==> src/rtl/invaders_pkg.sv <==
// Shared types and constants for the invaders formation logic.
package invaders_pkg;

  localparam int H_RES = 640;
  localparam int V_RES = 480;

  typedef enum logic [2:0] {
    ST_IDLE    = 3'd0,
    ST_MARCH   = 3'd1,
    ST_DESCEND = 3'd2,
    ST_WON     = 3'd3,
    ST_LOST    = 3'd4
  } formation_state_t;

  // 24-bit RGB per row, index 0 is the top row.
  localparam logic [7:0][23:0] ROW_COLOUR = {
    24'hFF0000, 24'hFFFFFF, 24'h0080FF, 24'hFF8000,
    24'hFFFF00, 24'h00FF00, 24'h00FFFF, 24'hFF00FF
  };

endpackage

==> src/rtl/formation_step_timer.sv <==
// Variable-period tick generator; a new period is latched whenever the count restarts.
module formation_step_timer #(
  parameter int PER_W        = 20,
  parameter int RESET_PERIOD = 1
) (
  input  logic             clk,
  input  logic             rst,
  input  logic [PER_W-1:0] i_period,
  input  logic             i_en,
  input  logic             i_clear,
  output logic             o_tick
);

  logic [PER_W-1:0] r_count;
  logic [PER_W-1:0] r_period;
  logic [PER_W-1:0] w_load_period;

  assign w_load_period = (i_period == '0) ? PER_W'(1) : i_period;
  assign o_tick        = i_en && !i_clear && (r_count == r_period - PER_W'(1));

  always_ff @(posedge clk or posedge rst) begin
    if (rst) begin
      r_count  <= '0;
      r_period <= PER_W'(RESET_PERIOD);
    end else if (i_clear || o_tick) begin
      r_count  <= '0;
      r_period <= w_load_period;
    end else if (i_en) begin
      r_count  <= r_count + PER_W'(1);
    end
  end

endmodule

==> src/rtl/enemy_formation.sv <==
// ROWSxCOLS invader formation: motion, alive state, bullet hits and pixel colour.
// Optional FORMATION_SPEEDUP_EN shortens the step period as enemies die.
module enemy_formation
  import invaders_pkg::*;
#(
  parameter int ROWS     = 3,
  parameter int COLS     = 8,
  parameter int SPR_W    = 32,
  parameter int SPR_H    = 24,
  parameter int PITCH_X  = 64,
  parameter int PITCH_Y  = 50,
  parameter int X0       = 40,
  parameter int Y0       = 40,
  parameter int STEP_X   = 8,
  parameter int STEP_Y   = 16,
  parameter int X_MAX    = 639,
  parameter int Y_LIMIT  = 440,
  parameter int TICK_DIV = 1000000
) (
  input  logic                clk,
  input  logic                reset,
  input  logic                start,
  input  logic [9:0]          h_counter,
  input  logic [9:0]          v_counter,
  input  logic                hit_valid,
  input  logic [9:0]          hit_x,
  input  logic [9:0]          hit_y,
  output logic                hit_ack,
  output logic [((ROWS*COLS > 1) ? $clog2(ROWS*COLS) : 1)-1:0] hit_index,
  output logic [ROWS*COLS-1:0] alive_mask,
  output logic [$clog2(ROWS*COLS+1)-1:0] alive_count,
  output logic [9:0]          base_x,
  output logic [9:0]          base_y,
  output logic                all_dead,
  output logic                invaded,
  output logic [7:0]          R,
  output logic [7:0]          G,
  output logic [7:0]          B
);

  localparam int N     = ROWS * COLS;
  localparam int IDX_W = (N > 1) ? $clog2(N) : 1;
  localparam int CNT_W = $clog2(N + 1);
  localparam int PER_W = (TICK_DIV > 1) ? $clog2(TICK_DIV + 1) : 1;

  formation_state_t r_state;
  logic [9:0]       r_base_x;
  logic [9:0]       r_base_y;
  logic             r_dir_right;
  logic [N-1:0]     r_alive;
  logic [CNT_W-1:0] r_alive_count;
  logic             r_hit_ack;
  logic [IDX_W-1:0] r_hit_index;
  logic             r_all_dead;
  logic             r_invaded;
  logic [23:0]      r_rgb;

  logic [COLS-1:0]  w_col_alive;
  logic [ROWS-1:0]  w_row_alive;
  logic [3:0]       w_rmax;
  logic [3:0]       w_lmin;
  logic [2:0]       w_bottom;
  logic [10:0]      w_right_px;
  logic [10:0]      w_left_px;
  logic [10:0]      w_bottom_px;
  logic             w_edge;
  logic             w_invade;
  logic             w_active;
  logic             w_tick;
  logic [PER_W-1:0] w_period;
  logic [4:0]       w_hc;
  logic [3:0]       w_hr;
  logic [IDX_W-1:0] w_hit_idx;
  logic             w_hit;
  logic             w_last_kill;
  logic [4:0]       w_pc;
  logic [3:0]       w_pr;
  logic [IDX_W-1:0] w_pix_idx;
  logic             w_pix_on;

  // {found, column} of the sprite column covering px, if any.
  function automatic logic [4:0] locate_col(input logic [9:0] px, input logic [9:0] bx);
    logic [10:0] lo;
    logic [4:0]  res;
    res = '0;
    for (int unsigned c = 0; c < COLS; c++) begin
      lo = 11'(bx) + 11'(c * PITCH_X);
      if ({1'b0, px} >= lo && {1'b0, px} <= lo + 11'(SPR_W - 1)) res = {1'b1, 4'(c)};
    end
    return res;
  endfunction

  function automatic logic [3:0] locate_row(input logic [9:0] py, input logic [9:0] by);
    logic [10:0] lo;
    logic [3:0]  res;
    res = '0;
    for (int unsigned r = 0; r < ROWS; r++) begin
      lo = 11'(by) + 11'(r * PITCH_Y);
      if ({1'b0, py} >= lo && {1'b0, py} <= lo + 11'(SPR_H - 1)) res = {1'b1, 3'(r)};
    end
    return res;
  endfunction

  always_comb begin
    w_col_alive = '0;
    w_row_alive = '0;
    for (int unsigned r = 0; r < ROWS; r++) begin
      for (int unsigned c = 0; c < COLS; c++) begin
        if (r_alive[r*COLS + c]) begin
          w_col_alive[c] = 1'b1;
          w_row_alive[r] = 1'b1;
        end
      end
    end
    w_rmax   = '0;
    w_lmin   = '0;
    w_bottom = '0;
    for (int unsigned c = 0; c < COLS; c++)
      if (w_col_alive[c]) w_rmax = 4'(c);
    for (int unsigned k = 0; k < COLS; k++)
      if (w_col_alive[COLS-1-k]) w_lmin = 4'(COLS - 1 - k);
    for (int unsigned r = 0; r < ROWS; r++)
      if (w_row_alive[r]) w_bottom = 3'(r);
  end

  assign w_right_px  = 11'(r_base_x) + 11'(w_rmax * PITCH_X) + 11'(SPR_W - 1 + STEP_X);
  assign w_left_px   = 11'(r_base_x) + 11'(w_lmin * PITCH_X);
  assign w_bottom_px = 11'(r_base_y) + 11'(w_bottom * PITCH_Y) + 11'(SPR_H);

  // Leftward also stops when base_x itself would underflow, even if column 0 is empty.
  assign w_edge   = r_dir_right ? (w_right_px >= 11'(X_MAX))
                                : (w_left_px < 11'(STEP_X) || r_base_x < 10'(STEP_X));
  assign w_invade = (|r_alive) && (w_bottom_px >= 11'(Y_LIMIT));
  assign w_active = (r_state == ST_MARCH) || (r_state == ST_DESCEND);

  assign w_hc        = locate_col(hit_x, r_base_x);
  assign w_hr        = locate_row(hit_y, r_base_y);
  assign w_hit_idx   = IDX_W'(w_hr[2:0] * COLS + w_hc[3:0]);
  assign w_hit       = hit_valid && w_active && w_hc[4] && w_hr[3] && r_alive[w_hit_idx];
  assign w_last_kill = w_hit && (r_alive_count == CNT_W'(1));

`ifdef FORMATION_SPEEDUP_EN
  always_comb begin
    w_period = PER_W'(TICK_DIV);
    if (r_alive_count == CNT_W'(1))       w_period = PER_W'(TICK_DIV >> 3);
    else if (32'(r_alive_count) <= N / 4) w_period = PER_W'(TICK_DIV >> 2);
    else if (32'(r_alive_count) <= N / 2) w_period = PER_W'(TICK_DIV >> 1);
    if (w_period == '0) w_period = PER_W'(1);
  end
`else
  assign w_period = PER_W'(TICK_DIV);
`endif

  formation_step_timer #(
    .PER_W       (PER_W),
    .RESET_PERIOD(TICK_DIV)
  ) u_step_timer (
    .clk     (clk),
    .rst     (reset),
    .i_period(w_period),
    .i_en    (w_active),
    .i_clear (start),
    .o_tick  (w_tick)
  );

  always_ff @(posedge clk or posedge reset) begin
    if (reset) begin
      r_state       <= ST_IDLE;
      r_base_x      <= 10'(X0);
      r_base_y      <= 10'(Y0);
      r_dir_right   <= 1'b1;
      r_alive       <= '1;
      r_alive_count <= CNT_W'(N);
      r_hit_ack     <= 1'b0;
      r_hit_index   <= '0;
      r_all_dead    <= 1'b0;
      r_invaded     <= 1'b0;
    end else if (start) begin
      r_state       <= ST_MARCH;
      r_base_x      <= 10'(X0);
      r_base_y      <= 10'(Y0);
      r_dir_right   <= 1'b1;
      r_alive       <= '1;
      r_alive_count <= CNT_W'(N);
      r_hit_ack     <= 1'b0;
      r_hit_index   <= '0;
      r_all_dead    <= 1'b0;
      r_invaded     <= 1'b0;
    end else begin
      r_hit_ack <= 1'b0;
      if (w_active) begin
        if (w_hit) begin
          r_alive[w_hit_idx] <= 1'b0;
          r_alive_count      <= r_alive_count - CNT_W'(1);
          r_hit_index        <= w_hit_idx;
          r_hit_ack          <= 1'b1;
        end
        if (w_last_kill || r_alive_count == '0) begin
          r_all_dead <= 1'b1;
          r_state    <= ST_WON;
        end else if (w_invade) begin
          r_invaded <= 1'b1;
          r_state   <= ST_LOST;
        end else if (w_tick) begin
          if (r_state == ST_MARCH) begin
            if (w_edge) begin
              r_base_y    <= r_base_y + 10'(STEP_Y);
              r_dir_right <= ~r_dir_right;
              r_state     <= ST_DESCEND;
            end else if (r_dir_right) begin
              r_base_x <= r_base_x + 10'(STEP_X);
            end else begin
              r_base_x <= r_base_x - 10'(STEP_X);
            end
          end else begin
            r_state <= ST_MARCH;
          end
        end
      end
    end
  end

  assign w_pc      = locate_col(h_counter, r_base_x);
  assign w_pr      = locate_row(v_counter, r_base_y);
  assign w_pix_idx = IDX_W'(w_pr[2:0] * COLS + w_pc[3:0]);
  assign w_pix_on  = (r_state != ST_IDLE) && w_pc[4] && w_pr[3] && r_alive[w_pix_idx] &&
                     (h_counter < 10'(H_RES)) && (v_counter < 10'(V_RES));

  always_ff @(posedge clk or posedge reset) begin
    if (reset) r_rgb <= '0;
    else       r_rgb <= w_pix_on ? ROW_COLOUR[w_pr[2:0]] : '0;
  end

  assign hit_ack     = r_hit_ack;
  assign hit_index   = r_hit_index;
  assign alive_mask  = r_alive;
  assign alive_count = r_alive_count;
  assign base_x      = r_base_x;
  assign base_y      = r_base_y;
  assign all_dead    = r_all_dead;
  assign invaded     = r_invaded;
  assign R           = r_rgb[23:16];
  assign G           = r_rgb[15:8];
  assign B           = r_rgb[7:0];

endmodule

==> config.mk <==
export PLATFORM = sky130hd
export DESIGN_NAME = enemy_formation
export DESIGN_NICKNAME = d
export VERILOG_FILES = /design/src/rtl/invaders_pkg.sv /design/src/rtl/formation_step_timer.sv /design/src/rtl/enemy_formation.sv
export SDC_FILE = /design/constraint.sdc
export NUM_CORES = 1
export LEC_CHECK = 0
export ABC_AREA = 1
export CAP_MARGIN = 10
export CORE_AREA = 5 5 148 165
export DETAILED_ROUTE_END_ITERATION = 6
export DIE_AREA = 0 0 153 170
export PLACE_DENSITY = 0.91
export SLEW_MARGIN = 20
export SYNTH_ARGS = -nofsm -noshare
export SYNTH_HDL_FRONTEND = slang
export SYNTH_HIERARCHICAL = 1
export SYNTH_SLANG_ARGS = --single-unit
==> constraint.sdc <==
create_clock -name clk -period 7.1 [get_ports clk]
set_input_delay 1.42 -clock clk [delete_from_list [all_inputs] [get_ports clk]]
set_output_delay 1.42 -clock clk [all_outputs]
set_load 0.05 [all_outputs]
==> metrics.log <==
[metrics] htree depth: 3
[metrics] final routed wirelength across all metal layers: just over 40,000 um
[metrics] clk_skew: 0.0182 ns
[metrics] first-pass GRT wire length: between 60,000 and 70,000 um
[metrics] status: finished with violations
[metrics] switching power total: 0.00306 W
[metrics] Buffers on Ports: approximately 120
[metrics] Final Instance Count excl. Fillers: 2,373
[metrics] number of routed nets with antenna violations: 0
[metrics] endpoint required time on the critical path: 7.38 ns
[metrics] DP Worst Slack: 1.60 ns
[metrics] placeable core area: between 20,000 and 25,000 um2
[metrics] final total negative setup slack: 0 ns
[metrics] synth-to-layout area growth: 12.6%
[metrics] Setup Viol. Count Final: 0
[metrics] Worst Setup Start Kind: register
[metrics] NumNets Final: about 2,300
[metrics] number of instances in the synthesized netlist: 1,948
[metrics] sequential share of power: 0.160
[metrics] # Post-CTS Setup Buffers: 0
[metrics] synth unique cells: between 60 and 70
[metrics] worst slew margin relative to its limit: 0.308
[metrics] clock tree from TritonCTS: built
[metrics] average cell area after synthesis: 6.82 um2
[metrics] Leak Pwr: roughly 7.7 nW
[metrics] die extent in y: 170 um
[metrics] area share of the largest cell type after synthesis: 0.212
[metrics] via count: 13,850
[metrics] fraction of final layout cells with drive strength greater than 1: 0.0603
[metrics] mean number of vias per cell: 5.84
[metrics] critical-path maximum fanout: 26
[metrics] critical setup path kind: reg -> reg
[metrics] HPWL after detailed placement: about 32,000 um
[metrics] proportion of power drawn by combinational gates: 0.738
[metrics] Cell Area, Synth: ~13,000 um2
[metrics] Async S/R FF share, synth: 1.00
[metrics] vias in the first global route: ~13,000
[metrics] register bit total from synthesis: between 90 and 100
[metrics] post-cts gate resize count: 0
[metrics] hold buffer count at CTS: 0
[metrics] CP Data Arrival Time: 5.69 ns
[metrics] I/O Pins: between 100 and 150
[metrics] clock network fraction of total power: 0.102
[metrics] RSZ-0062 raised after global routing: false
[metrics] Clk Latency, worst-skew pair: 0.37 ns
[metrics] number of rows created at floorplan: 58
[metrics] residual DRC count: 3
[metrics] die span in x: between 150 and 200 um
[metrics] GRT Residual Overflow: 0
[metrics] share of total power consumed by net switching: 0.580
[metrics] count of final hold-check violations: 0
[metrics] largest buffer count on any clock path: 2
[metrics] max_cap viols: 0
[metrics] peak ir drop on the vdd network: about 0.00023 V
[metrics] number of sinks driven by the clock tree: between 90 and 100
[metrics] final hold slack: approximately 0.50 ns
[metrics] placed insts: between 2,000 and 2,500
[metrics] fraction of the yosys area taken by sequential cells: 0.188
[metrics] dominant synthesized flop cell: dfrtp_1
[metrics] number of detailed-route iterations in the first pass: 7
[metrics] Synth area leaders: ha_1, nand2_1, dfrtp_1
[metrics] Die Footprint: around 26,000 um2
[metrics] min setup slack post-route: ~1.7 ns
[metrics] clock buffers created by TritonCTS: 9
[metrics] slew of the pin with the lowest slew margin: ~1 ns
[metrics] filler instances: just under 2,000
[metrics] All-Layer GR Usage: 0.309
[metrics] final weighted congestion of routability-driven global placement: about 0.97
[metrics] starting density of the core: 0.590
[metrics] diode insertion count for antenna repair: 0
[metrics] endpoint type of the worst setup path: register
[metrics] initial detailed-routing violation count: between 1,000 and 1,500
[metrics] synthesis warning total: 6
[metrics] clock transition time at the flip-flop clock pins of the worst setup and hold paths: 0.08 ns
[metrics] antenna violations before repair: 0
[metrics] Hold WC Path Type: reg -> reg
[metrics] internal cell power: around 0.0022 W
[metrics] maximum frequency from static timing analysis: 0.185 GHz
[metrics] library cell occupying the most area in the post-synthesis netlist: ha_1
[metrics] clk root buf: clkbuf_16
[metrics] pwr dens: between 300 and 400 nW/um2
[metrics] EDFF count, synth: 0
[metrics] Final Cycle Share: 0.762
[metrics] Tmin final: 5.41 ns
[metrics] post-DR wirelength/cell: between 15 and 20 um
[metrics] pin count of the biggest net entering global routing: 59
[metrics] max-slew violation count: 0
[metrics] failing checks: design-rule violations
==> cell usage in the layout (no fill, tap or decap), drive strengths merged, types with 2 or more instances in the layout <==
cell	count
dfstp	38
clkinv	4
clkbuf	9
a31oi	2
a221oi	2
inv	239
nand3	159
dfrtp	60
o31ai	4
fa	2
o221ai	3
o21ai	72
nor3	55
nand2	523
o2111ai	5
or2	7
a211oi	5
xor2	50
nor3b	3
o21a	3
buf	4
a21o	10
ha	225
a21oi	113
nand4	33
nand3b	10
o211ai	15
nor4	14
nor2	176
a211o	4
a21boi	7
o21bai	11
o22ai	2
xnor2	26
clkdlybuf4s50	118
conb	50
==> state kept, by name (all words and copies together), names as in the netlist <==
name / flops
alive_count: 5
alive_mask: 24
all_dead: 1
base_x: 7
base_y: 7
hit_ack: 1
hit_index: 5
invaded: 1
r_dir_right: 1
r_rgb: 3
r_state: 3
u_step_timer/r_count: 20
u_step_timer/r_period: 20
==> worst paths after layout <==
kind	end	startpoint	slack (ns)	depth (start not counted)
hold / removal	u_step_timer/r_period[19]	u_step_timer/r_period[19]	0.50	2
setup / recovery	alive_count[0]	base_x[7]	1.69	25
max in group asynchronous	base_x[7]	reset	4.95	3
hold reg to reg	u_step_timer/r_period[19]	u_step_timer/r_period[19]	0.50	2
min in group asynchronous	u_step_timer/r_period[11]	reset	1.53	3
setup reg to reg	alive_count[0]	base_x[7]	1.69	25
==> final cells by class <==
cell class | count | area (um2) | area share
tap | 300 | 375 | 0.0251
multi-input combinational | 1600 | 9650 | 0.646
clock inverter | 7 | 95.1 | 0.00636
inverter | 237 | 892 | 0.0597
clock buffer | 9 | 225 | 0.0151
timing repair buffer | 122 | 1210 | 0.0810
sequential | 98 | 2500 | 0.167
==> power groups by stage <==
stage / registers [W] / logic [W] / clock network (W)
2_1_floorplan: 0.000932 / 0.00277 / 0
3_3_place_gp: 0.000840 / 0.00368 / 0
3_5_place_dp: 0.000841 / 0.00379 / 0
4_1_cts: 0.000835 / 0.00381 / 0.000537
5_1_grt: 0.000855 / 0.00433 / 0.000559
6_report: 0.000842 / 0.00389 / 0.000537
==> cell families after synthesis <==
kind of cell               count (synthesis)  share of synthesized area
AOI/OAI and AO/OA                        265                      0.117
DFF                                       98                      0.188
muxes                                      1                   0.000754
xor gates and xnor gates                  76                     0.0532
and+or+nand+nor                          981                      0.327
buffers and inverters                    298                     0.0982
adders and majority gates                227                      0.215
other                                      2                   0.000566
==> stage by stage <==
step,utilization,instance area (um2),total power [W]
global route,0.665,15000,0.00574
CTS,0.665,15000,0.00519
finish,0.665,15000,0.00527
global placement,0.650,14600,0.00452
floorplan,-,13500,0.00370
detailed placement,0.650,14600,0.00463
==> critical path: stages, from the launching register on <==
cell and delay [ns]:
dfrtp_1 0.81, inv_1 0.48, ha_1 0.36, a21oi_1 0.18, xor2_1 0.47, xnor2_1 0.17, ha_1 0.32, nand2_1 0.05
inv_1 0.06, nand3_1 0.08, o21a_1 0.11, a21oi_1 0.13, nand2_1 0.08, nand2_1 0.11, nand3_1 0.10, nand2_2 0.17
inv_2 0.15, nand3_1 0.13, nor2_1 0.04, nor2_1 0.12, nand3_2 0.10, nor2_4 0.17, nand3_2 0.45, inv_1 0.31
nand2_1 0.07, o21ai_0 0.07
==> cell usage after synthesis, drive strengths merged (3+ instances only) <==
cell / n
o2111ai: 5
a211o: 4
o21ai: 72
nor2: 176
a21oi: 113
xnor2: 26
nor3b: 3
nand4: 33
a211oi: 5
dfstp: 38
clkbuf: 10
o21bai: 11
o221ai: 3
dfrtp: 60
a21o: 10
buf: 51
inv: 236
nor3: 55
nand2: 523
nand3: 159
xor2: 50
ha: 225
o211ai: 15
nand3b: 10
or2: 7
o31ai: 4
a21boi: 7
o21a: 3
nor4: 14
==> per-layer routing <==
metal,global-route usage,wire length [um],share of wire,vias to the layer above
met3,0.0504,3450,0.084,136
met5,0,0,0,-
met4,0.127,1620,0.040,0
li1,-,-,-,6651
met1,0.402,17300,0.42,6369
met2,0.515,18600,0.45,694
(Power assumes the default switching activity.)
